[src/rtl/pulse_stretch_pkg.sv]
// pulse_pkg: shared definitions for the pulse_stretch block.
//   state_e  - FSM state encoding (IDLE / HOLD / GAP)
//   CNT_W_DEF - default counter width
//   cnt_max() - all-ones value for a given width, used as saturation limit
package pulse_pkg;

    typedef enum logic [1:0] {
        ST_IDLE = 2'b00,
        ST_HOLD = 2'b01,
        ST_GAP  = 2'b10
    } state_e;

    localparam int unsigned CNT_W_DEF = 8;

    function automatic int unsigned cnt_max(input int unsigned w);
        if (w >= 32)
            return 32'hFFFF_FFFF;
        return (32'd1 << w) - 32'd1;
    endfunction

endpackage

[src/rtl/pulse_stretch_if.sv]
// pulse_stretch_if: groups the strobe input and the stretched-level outputs.
//   pulse_in  - single-cycle event strobe (driven by master)
//   level_out - stretched level
//   busy      - high while in HOLD or GAP
//   drop      - one-cycle strobe, an event was discarded
//   drop_cnt  - saturating count of discarded events
// Modports: master (event source / consumer), slave (pulse_stretch).
interface pulse_stretch_if #(
    parameter int unsigned CNT_W = 8
);
    logic             pulse_in;
    logic             level_out;
    logic             busy;
    logic             drop;
    logic [CNT_W-1:0] drop_cnt;

    modport master (
        output pulse_in,
        input  level_out, busy, drop, drop_cnt
    );

    modport slave (
        input  pulse_in,
        output level_out, busy, drop, drop_cnt
    );
endinterface

[src/rtl/pulse_stretch_down_counter.sv]
// pulse_down_counter: loadable down-counter shared by the HOLD and GAP phases.
//   clk, reset  - clock, asynchronous active-high reset
//   load_i      - load load_val_i (has priority over decrement)
//   load_val_i  - value to load
//   dec_i       - decrement enable (holds at zero)
//   zero_o      - counter is zero
module pulse_down_counter #(
    parameter int unsigned CNT_W = 8
) (
    input  logic             clk,
    input  logic             reset,
    input  logic             load_i,
    input  logic [CNT_W-1:0] load_val_i,
    input  logic             dec_i,
    output logic             zero_o
);

    logic [CNT_W-1:0] cnt_q;

    always_ff @(posedge clk or posedge reset) begin
        if (reset)
            cnt_q <= '0;
        else if (load_i)
            cnt_q <= load_val_i;
        else if (dec_i && (cnt_q != '0))
            cnt_q <= cnt_q - 1'b1;
    end

    assign zero_o = (cnt_q == '0);

endmodule

[src/rtl/pulse_stretch.sv]
// pulse_stretch: turns single-cycle strobes into level pulses of HOLD_CYCLES
// followed by at least GAP_CYCLES low, so every accepted event gives a
// distinct rising edge. One further event may be queued; beyond that events
// are dropped and counted.
//   clk, reset - clock, asynchronous active-high reset
//   bus        - pulse_stretch_if.slave (pulse_in, level_out, busy, drop, drop_cnt)
// Optional macro PULSE_STRETCH_RETRIGGER_EN: an event during HOLD reloads the
// hold count instead of queuing/dropping.
module pulse_stretch
    import pulse_pkg::*;
#(
    parameter int unsigned HOLD_CYCLES = 4,
    parameter int unsigned GAP_CYCLES  = 2,
    parameter int unsigned CNT_W       = CNT_W_DEF
) (
    input  logic            clk,
    input  logic            reset,
    pulse_stretch_if.slave  bus
);

    localparam logic [CNT_W-1:0] HOLD_V = CNT_W'(HOLD_CYCLES - 1);
    localparam logic [CNT_W-1:0] GAP_V  = CNT_W'(GAP_CYCLES - 1);
    localparam logic [CNT_W-1:0] SAT_V  = CNT_W'(cnt_max(CNT_W));

    state_e           state_q, state_d;
    logic             pending_q, pending_d;
    logic             level_q, busy_q, drop_q;
    logic             drop_d;
    logic [CNT_W-1:0] drop_cnt_q;

    logic             cnt_load, cnt_dec, cnt_zero;
    logic [CNT_W-1:0] cnt_load_val;
    logic             queue_ev;

    pulse_down_counter #(.CNT_W(CNT_W)) u_cnt (
        .clk        (clk),
        .reset      (reset),
        .load_i     (cnt_load),
        .load_val_i (cnt_load_val),
        .dec_i      (cnt_dec),
        .zero_o     (cnt_zero)
    );

    always_comb begin
        state_d      = state_q;
        pending_d    = pending_q;
        cnt_load     = 1'b0;
        cnt_load_val = '0;
        cnt_dec      = 1'b0;
        queue_ev     = 1'b0;
        drop_d       = 1'b0;

        case (state_q)
            ST_IDLE: begin
                if (bus.pulse_in) begin
                    state_d      = ST_HOLD;
                    cnt_load     = 1'b1;
                    cnt_load_val = HOLD_V;
                end
            end
            ST_HOLD: begin
`ifdef PULSE_STRETCH_RETRIGGER_EN
                if (bus.pulse_in) begin
                    cnt_load     = 1'b1;
                    cnt_load_val = HOLD_V;
                end else if (cnt_zero) begin
                    state_d      = ST_GAP;
                    cnt_load     = 1'b1;
                    cnt_load_val = GAP_V;
                end else begin
                    cnt_dec = 1'b1;
                end
`else
                queue_ev = bus.pulse_in;
                if (cnt_zero) begin
                    state_d      = ST_GAP;
                    cnt_load     = 1'b1;
                    cnt_load_val = GAP_V;
                end else begin
                    cnt_dec = 1'b1;
                end
`endif
            end
            ST_GAP: begin
                if (cnt_zero) begin
                    // Final gap cycle: a queued event starts the next HOLD and a
                    // simultaneous new strobe takes its place in the queue.
                    if (pending_q || bus.pulse_in) begin
                        state_d      = ST_HOLD;
                        cnt_load     = 1'b1;
                        cnt_load_val = HOLD_V;
                        pending_d    = pending_q & bus.pulse_in;
                    end else begin
                        state_d = ST_IDLE;
                    end
                end else begin
                    cnt_dec  = 1'b1;
                    queue_ev = bus.pulse_in;
                end
            end
            default: state_d = ST_IDLE;
        endcase

        if (queue_ev) begin
            if (!pending_q)
                pending_d = 1'b1;
            else
                drop_d = 1'b1;
        end
    end

    always_ff @(posedge clk or posedge reset) begin
        if (reset) begin
            state_q    <= ST_IDLE;
            pending_q  <= 1'b0;
            level_q    <= 1'b0;
            busy_q     <= 1'b0;
            drop_q     <= 1'b0;
            drop_cnt_q <= '0;
        end else begin
            state_q   <= state_d;
            pending_q <= pending_d;
            level_q   <= (state_d == ST_HOLD);
            busy_q    <= (state_d != ST_IDLE);
            drop_q    <= drop_d;
            if (drop_d && (drop_cnt_q != SAT_V))
                drop_cnt_q <= drop_cnt_q + 1'b1;
        end
    end

    assign bus.level_out = level_q;
    assign bus.busy      = busy_q;
    assign bus.drop      = drop_q;
    assign bus.drop_cnt  = drop_cnt_q;

endmodule

[src/flat_wrapper.sv]
// flat-port wrapper written by rule: the top's interface ports become plain ports
module pulse_stretch_flat import pulse_pkg::*;
#(
    parameter int unsigned HOLD_CYCLES = 4,
    parameter int unsigned GAP_CYCLES  = 2,
    parameter int unsigned CNT_W       = CNT_W_DEF
)
  (clk, reset, bus_pulse_in, bus_level_out, bus_busy, bus_drop, bus_drop_cnt);
  pulse_stretch_if #(.CNT_W(CNT_W)) bus_i ();
  input  logic clk;
  input  logic reset;
  input wire logic [$bits(bus_i.pulse_in)-1:0] bus_pulse_in;
  output wire logic [$bits(bus_i.level_out)-1:0] bus_level_out;
  output wire logic [$bits(bus_i.busy)-1:0] bus_busy;
  output wire logic [$bits(bus_i.drop)-1:0] bus_drop;
  output wire logic [$bits(bus_i.drop_cnt)-1:0] bus_drop_cnt;
  assign bus_i.pulse_in = bus_pulse_in;
  assign bus_level_out = bus_i.level_out;
  assign bus_busy = bus_i.busy;
  assign bus_drop = bus_i.drop;
  assign bus_drop_cnt = bus_i.drop_cnt;
  pulse_stretch #(.HOLD_CYCLES(HOLD_CYCLES), .GAP_CYCLES(GAP_CYCLES), .CNT_W(CNT_W)) u_core (.clk(clk), .reset(reset), .bus(bus_i));
endmodule
[config.mk]
export PLATFORM = sky130hd
export DESIGN_NAME = pulse_stretch_flat
export DESIGN_NICKNAME = d
export VERILOG_FILES = /design/src/rtl/pulse_stretch_pkg.sv /design/src/rtl/pulse_stretch_if.sv /design/src/rtl/pulse_stretch_down_counter.sv /design/src/rtl/pulse_stretch.sv /design/src/flat_wrapper.sv
export SDC_FILE = /design/constraint.sdc
export NUM_CORES = 1
export LEC_CHECK = 0
export CORE_MARGIN = 2
export CORE_UTILIZATION = 41
export CTS_BUF_LIST = sky130_fd_sc_hd__clkbuf_8
export DETAILED_ROUTE_END_ITERATION = 6
export PLACE_DENSITY = 0.72
export RECOVER_POWER = 25
export SLEW_MARGIN = 20
export SYNTH_ARGS = -nofsm -noshare
export SYNTH_HDL_FRONTEND = slang
export SYNTH_SLANG_ARGS = --single-unit
[constraint.sdc]
create_clock -name clk -period 5 [get_ports clk]
set_clock_uncertainty 0.15 [all_clocks]
set_input_delay 1 -clock clk [delete_from_list [all_inputs] [get_ports clk]]
set_output_delay 1 -clock clk [all_outputs]
set_load 0.01 [all_outputs]
Word-level counts from Yosys, hierarchy flattened --
Index checks and enable logic that the tools add are counted.
Word-level totals: register bits after elaboration 22
Operators by class: $add $sub $neg 2, equality and inequality tests 4, muxes and demuxes 28, bitwise logic cells 1, reduce and logical (&&, ||, !) cells 9
Operators by type and width (number):
- 8-bit two-way mux | 3
- 8-bit case mux with 3 select lines | 1
- 1-bit two-way mux | 16
- 2-bit two-way mux | 5
- 8-bit by 1-bit adder with 8-bit output (second input constant) | 1
- 8-bit zero test | 1
- 8-bit != test (second input constant) | 1
- 8-bit nonzero test | 1
- 8-bit by 1-bit subtractor with 8-bit output (second input constant) | 1
- 2-bit case mux with 3 select lines | 1
- 2-bit by 1-bit == test with 1-bit output (second input constant) | 2
- 2-bit nonzero test | 2
- 1-bit case mux with 3 select lines | 1
- 2-bit == test (second input constant) | 1
- 1-bit logical AND | 2
- 2-bit zero test | 1
- 1-bit case mux with 2 select lines | 1
- 2-bit OR reduction | 1
- 1-bit AND | 1
- 1-bit logical OR | 1

Depth between registers and ports, before layout --
Gate-level depths: netlist of run 1.
depth after elaboration 6, depth in mapped cells 6, mapped depth without buffers 6

Cells and area by module --
A second synthesis of run 1 with hierarchy kept.
Second synthesis, totals: cell total of the unflattened synthesis 128, area total of the unflattened synthesis 1288.7 µm²
By module, submodules not included:
- pulse_stretch | instances 1, cells an instance 75, area an instance 793.3 µm², seq. area each 350.3 µm²
- pulse_down_counter | instances 1, cells an instance 53, area an instance 495.5 µm², seq. area each 200.2 µm²

Worst setup path before layout of run 1 --
OpenSTA, ideal clock, no wires.
kind input to register, start in bus_pulse_in, end reg u_core.drop_cnt_q[1] (netlist: u_core.bus.drop_cnt[1]), library setup time 0.125 ns, data arrival time 1.937 ns, slack 2.788 ns, stages on the path 4, cells stage by stage o2111ai_1 > a31oi_4 > o21a_1 > mux2_2
On the way: cells in the longest elaborated chain, start to end 4
RTL lines:
- start: declaration | line flat_wrapper.sv:12 | input wire logic [$bits(bus_i.pulse_in)-1:0] bus_pulse_in;
- 1-bit two-way mux | line pulse_stretch.sv:85 | if (cnt_zero) begin
- 1-bit case mux with 2 select lines * | line pulse_stretch.sv:53 | case (state_q)
- 1-bit two-way mux * | line pulse_stretch.sv:104 | if (queue_ev) begin
- net u_core.drop_d | line pulse_stretch.sv:28 | logic drop_d;
- 1-bit logical AND * | line pulse_stretch.sv:126 | if (drop_d && (drop_cnt_q != SAT_V))
- end signal: assignment | line pulse_stretch.sv:127 | drop_cnt_q <= drop_cnt_q + 1'b1;
- end: declaration | line pulse_stretch.sv:29 | logic [CNT_W-1:0] drop_cnt_q;
The timed path passes the listed nets; every way through them passes the cells marked *. A chain may end at the register's enable or synchronous reset.

Worst setup path after layout of run 1 --
start reg u_core.u_cnt.cnt_q[0], end reg u_core.drop_cnt_q[7] (netlist: u_core.bus.drop_cnt[7])
On the way: cells in the longest elaborated chain, start to end 5
RTL lines:
- start: declaration | line pulse_stretch_down_counter.sv:18 | logic [CNT_W-1:0] cnt_q;
- start signal: assignment | line pulse_stretch_down_counter.sv:24 | cnt_q <= load_val_i;
- start signal: assignment | line pulse_stretch_down_counter.sv:26 | cnt_q <= cnt_q - 1'b1;
- 8-bit zero test | line pulse_stretch_down_counter.sv:29 | assign zero_o = (cnt_q == '0);
- 1-bit two-way mux | line pulse_stretch.sv:85
- 1-bit case mux with 2 select lines | line pulse_stretch.sv:53
- 1-bit two-way mux | line pulse_stretch.sv:104
- net u_core.drop_d | line pulse_stretch.sv:28
- 1-bit logical AND | line pulse_stretch.sv:126
The timed path passes the listed nets, and every way through them passes these cells.

==> flow_summary.json, run 1 <==
{
  "synth-seq-cells": 22,
  "timing.max_slew.rel_slack": -0.120,
  "drt_wl_total_mm": 2.29,
  "first_global_vias": 900,
  "report.final.setup_viol": 0,
  "final_antenna_net_count": 0,
  "run_status": "finished with violations",
  "synth.yosys.seq_area_share": 0.449,
  "clockBufferDepth": 2,
  "synth_warnings": 0,
  "placement.io_buffers": 13,
  "synth_fp_nets": 130,
  "row_count": 19,
  "cts_max_level": 1,
  "synth_enable_flop_cells": 0,
  "clockPowerShare": 0.184,
  "postCtsHoldBufs": 0,
  "wire_length_of_the_first_global_routing_pass_mm": 4.11,
  "hold_violations": 0,
  "synth_top_cells_by_area": "dfrtp_1, ha_1, nor2_1, a21oi_1, mux2_2",
  "criticalPathCategory": "reg -> reg",
  "max_freq_mhz": 320,
  "finalHoldWorstSlack_ns": 0.401,
  "yosys.area.top_type": "dfrtp_1",
  "multiInputGateArea_um2": 629,
  "floorplan.die.width_um": 58.7,
  "rr_startpoint": "u_core.u_cnt.cnt_q[0]$_DFFE_PP0P_",
  "post-place-cells": 165,
  "detailed_place.area_um2": 1390,
  "clock_tree_from_tritoncts": "yes",
  "cp-startpoint": "u_core.u_cnt.cnt_q[0]$_DFFE_PP0P_",
  "period_needed_ns": 3.13,
  "place.gp.congestion": 0.805,
  "final-max-slew-violation-count": 8,
  "finalNetCount": 148,
  "intPower_uw": 547,
  "avgRoutedWirePerCell_um": 13.6,
  "drt_drc_violations_left": 2,
  "critPathMaxFanout": 9,
  "synth_common_cells": "dfrtp_1, nor2_1, inv_1",
  "antenna_cells": 0,
  "fillerInstances": 274,
  "violations": "design-rule violations, max-capacitance violations, max-slew violations",
  "clk_pin_slew_worst_paths_ns": 0.09,
  "post-layout-total-power_uw": 896,
  "clockRootBuffer": "clkbuf_8",
  "design.die.area_um2": 3440,
  "grt_setup_unrepaired": "no",
  "detail_route.first_pass.iterations": 6,
  "timing.critical_path.from_type": "flip-flop",
  "numCtsBuffers": 3,
  "post_layout_nonfiller_instances": 169,
  "detail_placement_hpwl_mm": 1.72,
  "overflow": 0,
  "max-cap-violations": 1,
  "ys_types": 39,
  "final_min_period_over_clock_period": 0.625,
  "maximum_number_of_pins_on_one_net_before_global_route_repair": 23,
  "seq_power_share": 0.334,
  "r2r_setup_slack_ns": 1.87,
  "postCtsSetupRepairBufs": 0,
  "static-leakage-power_nw": 0.617,
  "tightest_slew_ns": 1.66,
  "dr.first_iter.drc_count": 28,
  "chipHeight_um": 58.7,
  "worst_hold_startpoint": "u_core.bus.drop_cnt[0]$_DFFE_PP0P_",
  "synthArstFlopShare": 1.00,
  "grt_util_all_layers": 0.154,
  "worst-endpoint-arrival_ns": 3.14,
  "vias": 928,
  "final_layout_size_suffix_gt1_frac": 0.0942,
  "detail_route.vias_per_cell": 5.49,
  "io_pins": 14,
  "cellPowerDensity_nw_per_um2": 618,
  "fraction_of_the_core_area_covered_by_cells_at_the_end_of_the_flow": 0.517,
  "total_switching_power_uw": 349,
  "seqCellArea_um2": 551,
  "coreArea_um2": 2810,
  "detailedPlace.worstSlack_ns": 2.06,
  "vdd.ir_drop.worst_uv": 284,
  "clkSinkCount": 22,
  "mappedNetlistArea_um2": 1220,
  "sw_frac_of_total": 0.389,
  "worst_setup_path_end_kind": "flip-flop",
  "yosys.cell_count.top_type": "dfrtp_1",
  "ys.flop_type": "dfrtp_1",
  "layout-area-overhead-vs-synth_pct": 18.4,
  "type_of_the_tightest_min_delay_check": "reg -> reg",
  "total_neg_setup_slack_ns": 0,
  "postSynthCellCount": 121,
  "worst_skew_pair.late_latency_ns": 0.27,
  "total_non_filler_cell_area_in_the_finished_layout_um2": 1450,
  "initial_core_util": 0.437,
  "yosys.area.top_type_share": 0.449,
  "synth.avg_cell_area_um2": 10.1,
  "cp_data_required_time_ns": 5.01,
  "grt_antenna_before_repair": 0,
  "ctsResizeCount": 0,
  "p_comb_frac": 0.481,
  "fin_ws_ns": 1.87
}
layout by cell type (no fill, tap or decap), types with 2 or more instances in the layout:
cell,netlist,layout
xnor2_1,2,2
nand2_1,7,7
a211oi_1,2,2
or3_1,2,2
nand2b_1,5,5
mux2i_1,3,3
nor3b_1,2,2
nor3_1,2,2
inv_1,8,8
nand3_1,4,4
clkdlybuf4s50_1,0,12
nand4_1,3,3
dfrtp_1,22,22
ha_1,6,6
nor4_1,2,2
a31oi_1,4,4
clkbuf_8,0,3
mux2_2,3,3
a21oi_1,7,7
o21ai_0,5,5
nor2_1,12,12
path summary, 6_finish.rpt:
check,depth (start not counted),end
max,6,u_core.bus.drop_cnt[7]$_DFFE_PP0P_
min,1,u_core.bus.drop_cnt[0]$_DFFE_PP0P_
max reg2reg,6,u_core.bus.drop_cnt[7]$_DFFE_PP0P_
min reg2reg,1,u_core.bus.drop_cnt[0]$_DFFE_PP0P_
max in group asynchronous,2,u_core.u_cnt.cnt_q[0]$_DFFE_PP0P_
min in group asynchronous,2,u_core.bus.busy$_DFF_PP0_
state kept, by name, summed over array words and instances (netlist names):
name / flops
u_core.pending_q: 1
u_core.bus.level_out: 1
u_core.u_cnt.cnt_q: 8
u_core.state_q: 2
u_core.bus.busy: 1
u_core.bus.drop_cnt: 8
u_core.bus.drop: 1
layout make-up:
| class | instances | area share |
|---|---|---|
| Clock buffer | 3 | 0.0285 |
| Multi-Input combinational cell | 91 | 0.434 |
| Sequential cell | 22 | 0.380 |
| Inverter | 8 | 0.0207 |
| Timing Repair Buffer | 13 | 0.0897 |
| Tap cell | 31 | 0.0267 |
| Clock inverter | 1 | 0.0207 |
kinds of logic (layout without fill, tap and decap cells):
group,count (synthesis),in the layout,share of synthesized area
simple gates,49,49,0.237
compound gates,27,27,0.154
flops,22,22,0.449
buf+inv,8,25,0.0245
fa+ha+maj,6,6,0.0613
mux,6,6,0.0521
xor+xnor,3,3,0.0215
metal layers:
layer  track usage  wire length (um)  vias to the layer above
met5             0                 0                        -
met4        0.0195                13                        0
met3        0.0462                86                        2
met2         0.254              1100                       13
met1         0.208              1090                      439
li1              -                 -                      474
critical path, cell delays in order, from the launching register on:
cell and delay [ns]:
dfrtp_1 0.38, inv_1 0.09, ha_1 0.21, nor4b_1 1.32, a31oi_4 0.31, nand4_1 0.22, mux2_2 0.34
power groups by stage:
| stage | clock, mW | sequential [mW] | combinational [mW] |
|---|---|---|---|
| final | 0.165 | 0.300 | 0.431 |
| after CTS | 0.170 | 0.301 | 0.441 |
| after detailed placement | 0 | 0.304 | 0.437 |
| after global placement | 0 | 0.300 | 0.423 |
| after floorplan | 0 | 0.307 | 0.296 |
| after global routing | 0.177 | 0.312 | 0.492 |
Power figures use the tool's default switching activity.
==> run 2, diff against run 1 <==
clock period = 2.9 ns   (was 5 ns; I/O delays follow)
==> flow_summary.json, run 2 (synthesized netlist as in run 1, its figures left out) <==
{
  "post-layout-total-power_mw": 1.51,
  "max-cap-violations": 0,
  "critPathMaxFanout": 7,
  "numCtsBuffers": 3,
  "overflow": 0,
  "clockRootBuffer": "clkbuf_8",
  "wire_length_of_the_first_global_routing_pass_mm": 4.31,
  "met2RoutedLength_mm": 1.20,
  "antenna_cells": 0,
  "postCtsSetupRepairBufs": 0,
  "chipHeight_um": 58.7,
  "mostFrequentLayoutCells": "dfrtp_1, nor2_1, clkdlybuf4s50_1, inv_1",
  "worst-endpoint-arrival_ns": 2.33,
  "clk_pin_slew_worst_paths_ns": 0.08,
  "dr.first_iter.drc_count": 27,
  "finalHoldWorstSlack_ns": 0.398,
  "worst_setup_path_end_kind": "flip-flop",
  "run_status": "finished with violations",
  "io_pins": 14,
  "coreArea_um2": 2810,
  "hold_violations": 0,
  "wl_met1_mm": 1.14,
  "timing.max_slew.rel_slack": 0.429,
  "first_global_vias": 918,
  "postCtsHoldBufs": 0,
  "worst_skew_pair.late_latency_ns": 0.27,
  "timing.critical_path.from_type": "flip-flop",
  "avgRoutedWirePerCell_um": 14.6,
  "placement.io_buffers": 13,
  "grt_setup_unrepaired": "no",
  "detail_placement_hpwl_mm": 1.77,
  "ctsResizeCount": 0,
  "clkSinkCount": 22,
  "met3WireLength_um": 89,
  "detail_route.vias_per_cell": 5.59,
  "layout-area-overhead-vs-synth_pct": 18.3,
  "post-place-cells": 165,
  "top_layer": "met4",
  "cp_data_required_time_ns": 2.91,
  "clockBufferDepth": 2,
  "initial_core_util": 0.437,
  "total_neg_setup_slack_ns": 0,
  "period_needed_ns": 2.32,
  "clock_tree_from_tritoncts": "yes",
  "final_antenna_net_count": 0,
  "maximum_number_of_pins_on_one_net_before_global_route_repair": 23,
  "cts_max_level": 1,
  "static-leakage-power_nw": 0.614,
  "report.final.setup_viol": 0,
  "post_layout_nonfiller_instances": 169,
  "fraction_of_the_core_area_covered_by_cells_at_the_end_of_the_flow": 0.517,
  "floorplan.die.width_um": 58.7,
  "type_of_the_tightest_min_delay_check": "reg -> reg",
  "grt_util_all_layers": 0.163,
  "drt_wl_total_mm": 2.48,
  "row_count": 19,
  "grt_antenna_before_repair": 0,
  "cellPowerDensity_nw_per_um2": 1040,
  "design.die.area_um2": 3440,
  "vdd.ir_drop.worst_uv": 449,
  "finalNetCount": 148,
  "final-max-slew-violation-count": 0,
  "final_min_period_over_clock_period": 0.801,
  "drt_drc_violations_left": 2,
  "final_layout_size_suffix_gt1_frac": 0.101,
  "vias": 944,
  "detailedPlace.worstSlack_ns": 0.401,
  "total_non_filler_cell_area_in_the_finished_layout_um2": 1450,
  "detailed_place.area_um2": 1390,
  "criticalPathCategory": "reg -> reg",
  "violations": "design-rule violations",
  "tightest_slew_ns": 0.855,
  "detail_route.first_pass.iterations": 6,
  "max_freq_mhz": 430,
  "place.gp.congestion": 0.805,
  "final_common_cell": "dfrtp_1",
  "fin_ws_ns": 0.576
}
-- run 2: worst paths after layout --
check                      slack (ns)                                 end  depth (start not counted)                                from
setup / recovery                 0.58   u_core.u_cnt.cnt_q[1]$_DFFE_PP0P_                          6   u_core.u_cnt.cnt_q[0]$_DFFE_PP0P_
hold / removal                   0.40  u_core.bus.drop_cnt[0]$_DFFE_PP0P_                          1  u_core.bus.drop_cnt[0]$_DFFE_PP0P_
setup reg to reg                 0.58   u_core.u_cnt.cnt_q[1]$_DFFE_PP0P_                          6   u_core.u_cnt.cnt_q[0]$_DFFE_PP0P_
hold reg to reg                  0.40  u_core.bus.drop_cnt[0]$_DFFE_PP0P_                          1  u_core.bus.drop_cnt[0]$_DFFE_PP0P_
max in group asynchronous        1.30   u_core.u_cnt.cnt_q[5]$_DFFE_PP0P_                          2                               reset
min in group asynchronous        0.77           u_core.bus.busy$_DFF_PP0_                          2                               reset
-- run 2: final cells by class --
| type | instances | area, um2 |
|---|---|---|
| Clock buffer | 4 | 55.1 |
| Fill cell | 267 | 1360 |
| Tap cell | 31 | 38.8 |
| Inverter | 8 | 30.0 |
| Sequential cell | 22 | 551 |
| Timing Repair Buffer | 13 | 130 |
| Multi-Input combinational cell | 91 | 644 |
-- run 2: power breakdown --
part / switching [mW] / internal, mW / total (mW) / leakage [nW]
registers: 0.106 / 0.415 / 0.521 / 0.279
logic: 0.413 / 0.351 / 0.764 / 0.306
clock network: 0.103 / 0.121 / 0.224 / 0.0288
total: 0.621 / 0.887 / 1.51 / 0.614
-- run 2: per-layer routing --
layer | vias to the layer above | GRT usage
met5 | - | 0
met1 | 447 | 0.215
li1 | 470 | -
met2 | 22 | 0.276
met4 | 0 | 0.0584
met3 | 5 | 0.0198
-- run 2: critical path, cell delays in order, from the launching register on --
cell and delay, ns:
dfrtp_1 0.39, inv_1 0.09, ha_1 0.22, nor4b_4 0.54, nand2_4 0.13, or3_1 0.34
a311o_1 0.35
==> run 3, diff against run 2 <==
clock period = 2.33 ns   (was 2.9 ns; I/O delays follow)
==> flow_summary.json, run 3 (synthesized netlist as in run 1, its figures left out) <==
{
  "dr.first_iter.drc_count": 48,
  "fillerInstances": 253,
  "worst-endpoint-arrival_ns": 2.09,
  "grt_setup_unrepaired": "no",
  "final_common_cell": "dfrtp_1",
  "post-layout-total-power_mw": 2.05,
  "tightest_slew_ns": 1.18,
  "p_comb_frac": 0.514,
  "wire_length_of_the_first_global_routing_pass_mm": 4.19,
  "antenna_cells": 0,
  "detail_placement_hpwl_mm": 1.72,
  "final-max-slew-violation-count": 0,
  "detail_route.vias_per_cell": 5.37,
  "clockPowerShare": 0.171,
  "numCtsBuffers": 3,
  "final_antenna_net_count": 0,
  "run_status": "finished with violations",
  "worstHoldPathCells": 2,
  "r2r_setup_slack_ns": 0.24,
  "avgRoutedWirePerCell_um": 13.1,
  "row_count": 19,
  "clockRootBuffer": "clkbuf_8",
  "cts_max_level": 1,
  "criticalPathCategory": "reg -> reg",
  "placement.io_buffers": 13,
  "grt_util_all_layers": 0.159,
  "seq_power_share": 0.315,
  "worst_setup_path_end_kind": "flip-flop",
  "max-cap-violations": 0,
  "timing.rr.end": "u_core.bus.drop_cnt[4]$_DFFE_PP0P_",
  "first_global_vias": 935,
  "max_freq_mhz": 480,
  "mostFrequentLayoutCells": "dfrtp_1, nor2_1, clkdlybuf4s50_1, buf_4, inv_1",
  "io_pins": 14,
  "clk_pin_slew_worst_paths_ns": 0.08,
  "worstRegToRegCells": 7,
  "finalNetCount": 159,
  "total_neg_setup_slack_ns": 0,
  "worst_hold_startpoint": "u_core.pending_q$_DFF_PP0_",
  "report.final.setup_viol": 0,
  "vdd.ir_drop.worst_uv": 602,
  "sw_frac_of_total": 0.376,
  "total_non_filler_cell_area_in_the_finished_layout_um2": 1550,
  "detailed_place.area_um2": 1460,
  "timing.critical_path.from_type": "flip-flop",
  "final_min_period_over_clock_period": 0.895,
  "finalHoldWorstSlack_ns": 0.397,
  "initial_core_util": 0.437,
  "type_of_the_tightest_min_delay_check": "reg -> reg",
  "clockBufferDepth": 2,
  "intPower_mw": 1.28,
  "layout-area-overhead-vs-synth_pct": 26.5,
  "worst_skew_pair.late_latency_ns": 0.26,
  "place.gp.congestion": 0.868,
  "clkSinkCount": 22,
  "fraction_of_the_core_area_covered_by_cells_at_the_end_of_the_flow": 0.552,
  "drt_drc_violations_left": 2,
  "period_needed_ns": 2.09,
  "rr_startpoint": "u_core.state_q[0]$_DFF_PP0_",
  "cp_data_required_time_ns": 2.33,
  "critPathMaxFanout": 8,
  "total_switching_power_uw": 770,
  "detail_route.first_pass.iterations": 6,
  "final_layout_size_suffix_gt1_frac": 0.168,
  "vias": 967,
  "overflow": 0,
  "hold_violations": 0,
  "chipHeight_um": 58.7,
  "cellPowerDensity_nw_per_um2": 1320,
  "maximum_number_of_pins_on_one_net_before_global_route_repair": 23,
  "grt_antenna_before_repair": 0,
  "clock_tree_from_tritoncts": "yes",
  "drt_wl_total_mm": 2.35,
  "timing.max_slew.rel_slack": 0.211,
  "floorplan.die.width_um": 58.7,
  "static-leakage-power_nw": 0.675,
  "design.die.area_um2": 3440,
  "coreArea_um2": 2810,
  "violations": "design-rule violations",
  "hold_end": "u_core.pending_q$_DFF_PP0_"
}
## run 3: cell types whose count changed in the layout (fill, tap and decap cells not counted)
cell and change:
clkbuf_8 -1, nor3b_2 +1, buf_4 +10, bufinv_16 +1
nor3b_1 -1, clkbuf_1 +1
## run 3: routing by layer
layer	part of all wire	GRT usage	wire, um	vias up
met3	0.029	0.0396	69	4
met1	0.49	0.215	1160	458
met4	0.015	0.0584	36	0
met5	0	0	0	-
met2	0.46	0.247	1080	13
li1	-	-	-	492
## run 3: stage by stage
step                std cells  setup WS [ns]
global placement          174          0.193
CTS                       178          0.114
finish                    180          0.245
global route              180         0.0386
floorplan                 121          0.263
detailed placement        174          0.134
## run 3: worst max path at each step
| stage | startpoint | endpoint | cells past startpoint | slack, ns |
|---|---|---|---|---|
| 6_report | u_core.state_q[0]$_DFF_PP0_ | u_core.bus.drop_cnt[4]$_DFFE_PP0P_ | 7 | 0.24 |
| 5_1_grt | u_core.u_cnt.cnt_q[0]$_DFFE_PP0P_ | u_core.bus.level_out$_DFF_PP0_ | 6 | 0.04 |
| 4_1_cts | u_core.state_q[0]$_DFF_PP0_ | u_core.u_cnt.cnt_q[3]$_DFFE_PP0P_ | 6 | 0.11 |
| 3_5_place_dp | u_core.u_cnt.cnt_q[0]$_DFFE_PP0P_ | u_core.u_cnt.cnt_q[1]$_DFFE_PP0P_ | 6 | 0.13 |
| 3_3_place_gp | bus_pulse_in | u_core.bus.level_out$_DFF_PP0_ | 6 | 0.19 |
| 2_1_floorplan | u_core.u_cnt.cnt_q[0]$_DFFE_PP0P_ | u_core.u_cnt.cnt_q[1]$_DFFE_PP0P_ | 6 | 0.26 |
## run 3: cell type report
class | instances | area [um2] | share of cell area
clock buffer | 3 | 41.3 | 0.0267
clock inverter | 1 | 30.0 | 0.0194
inverter | 8 | 30.0 | 0.0194
multi-input combinational | 91 | 649 | 0.419
sequential | 22 | 551 | 0.355
tap | 31 | 38.8 | 0.0250
timing repair buffer | 24 | 209 | 0.135
## run 3: repair_timing
action | in CTS | in global routing
hold buffers | 0 | 0
resized for setup | 0 | 1
setup endpoints to repair | 0 | 2
setup buffers | 0 | 2
## run 3: power groups by stage
stage,Combinational (mW),Clock (mW),Sequential [mW]
after detailed placement,1.04,0,0.651
after floorplan,0.635,0,0.659
after global routing,1.19,0.376,0.670
after CTS,1.05,0.362,0.644
final,1.05,0.350,0.645
after global placement,1.02,0,0.643
## run 3: worst max-delay path: stages, from the launching register on
cell       delay (ns)
dfrtp_1          0.42
inv_1            0.10
ha_1             0.37
o2111ai_1        0.19
a31oi_4          0.19
buf_4            0.18
nand4_1          0.11
mux2_2           0.28
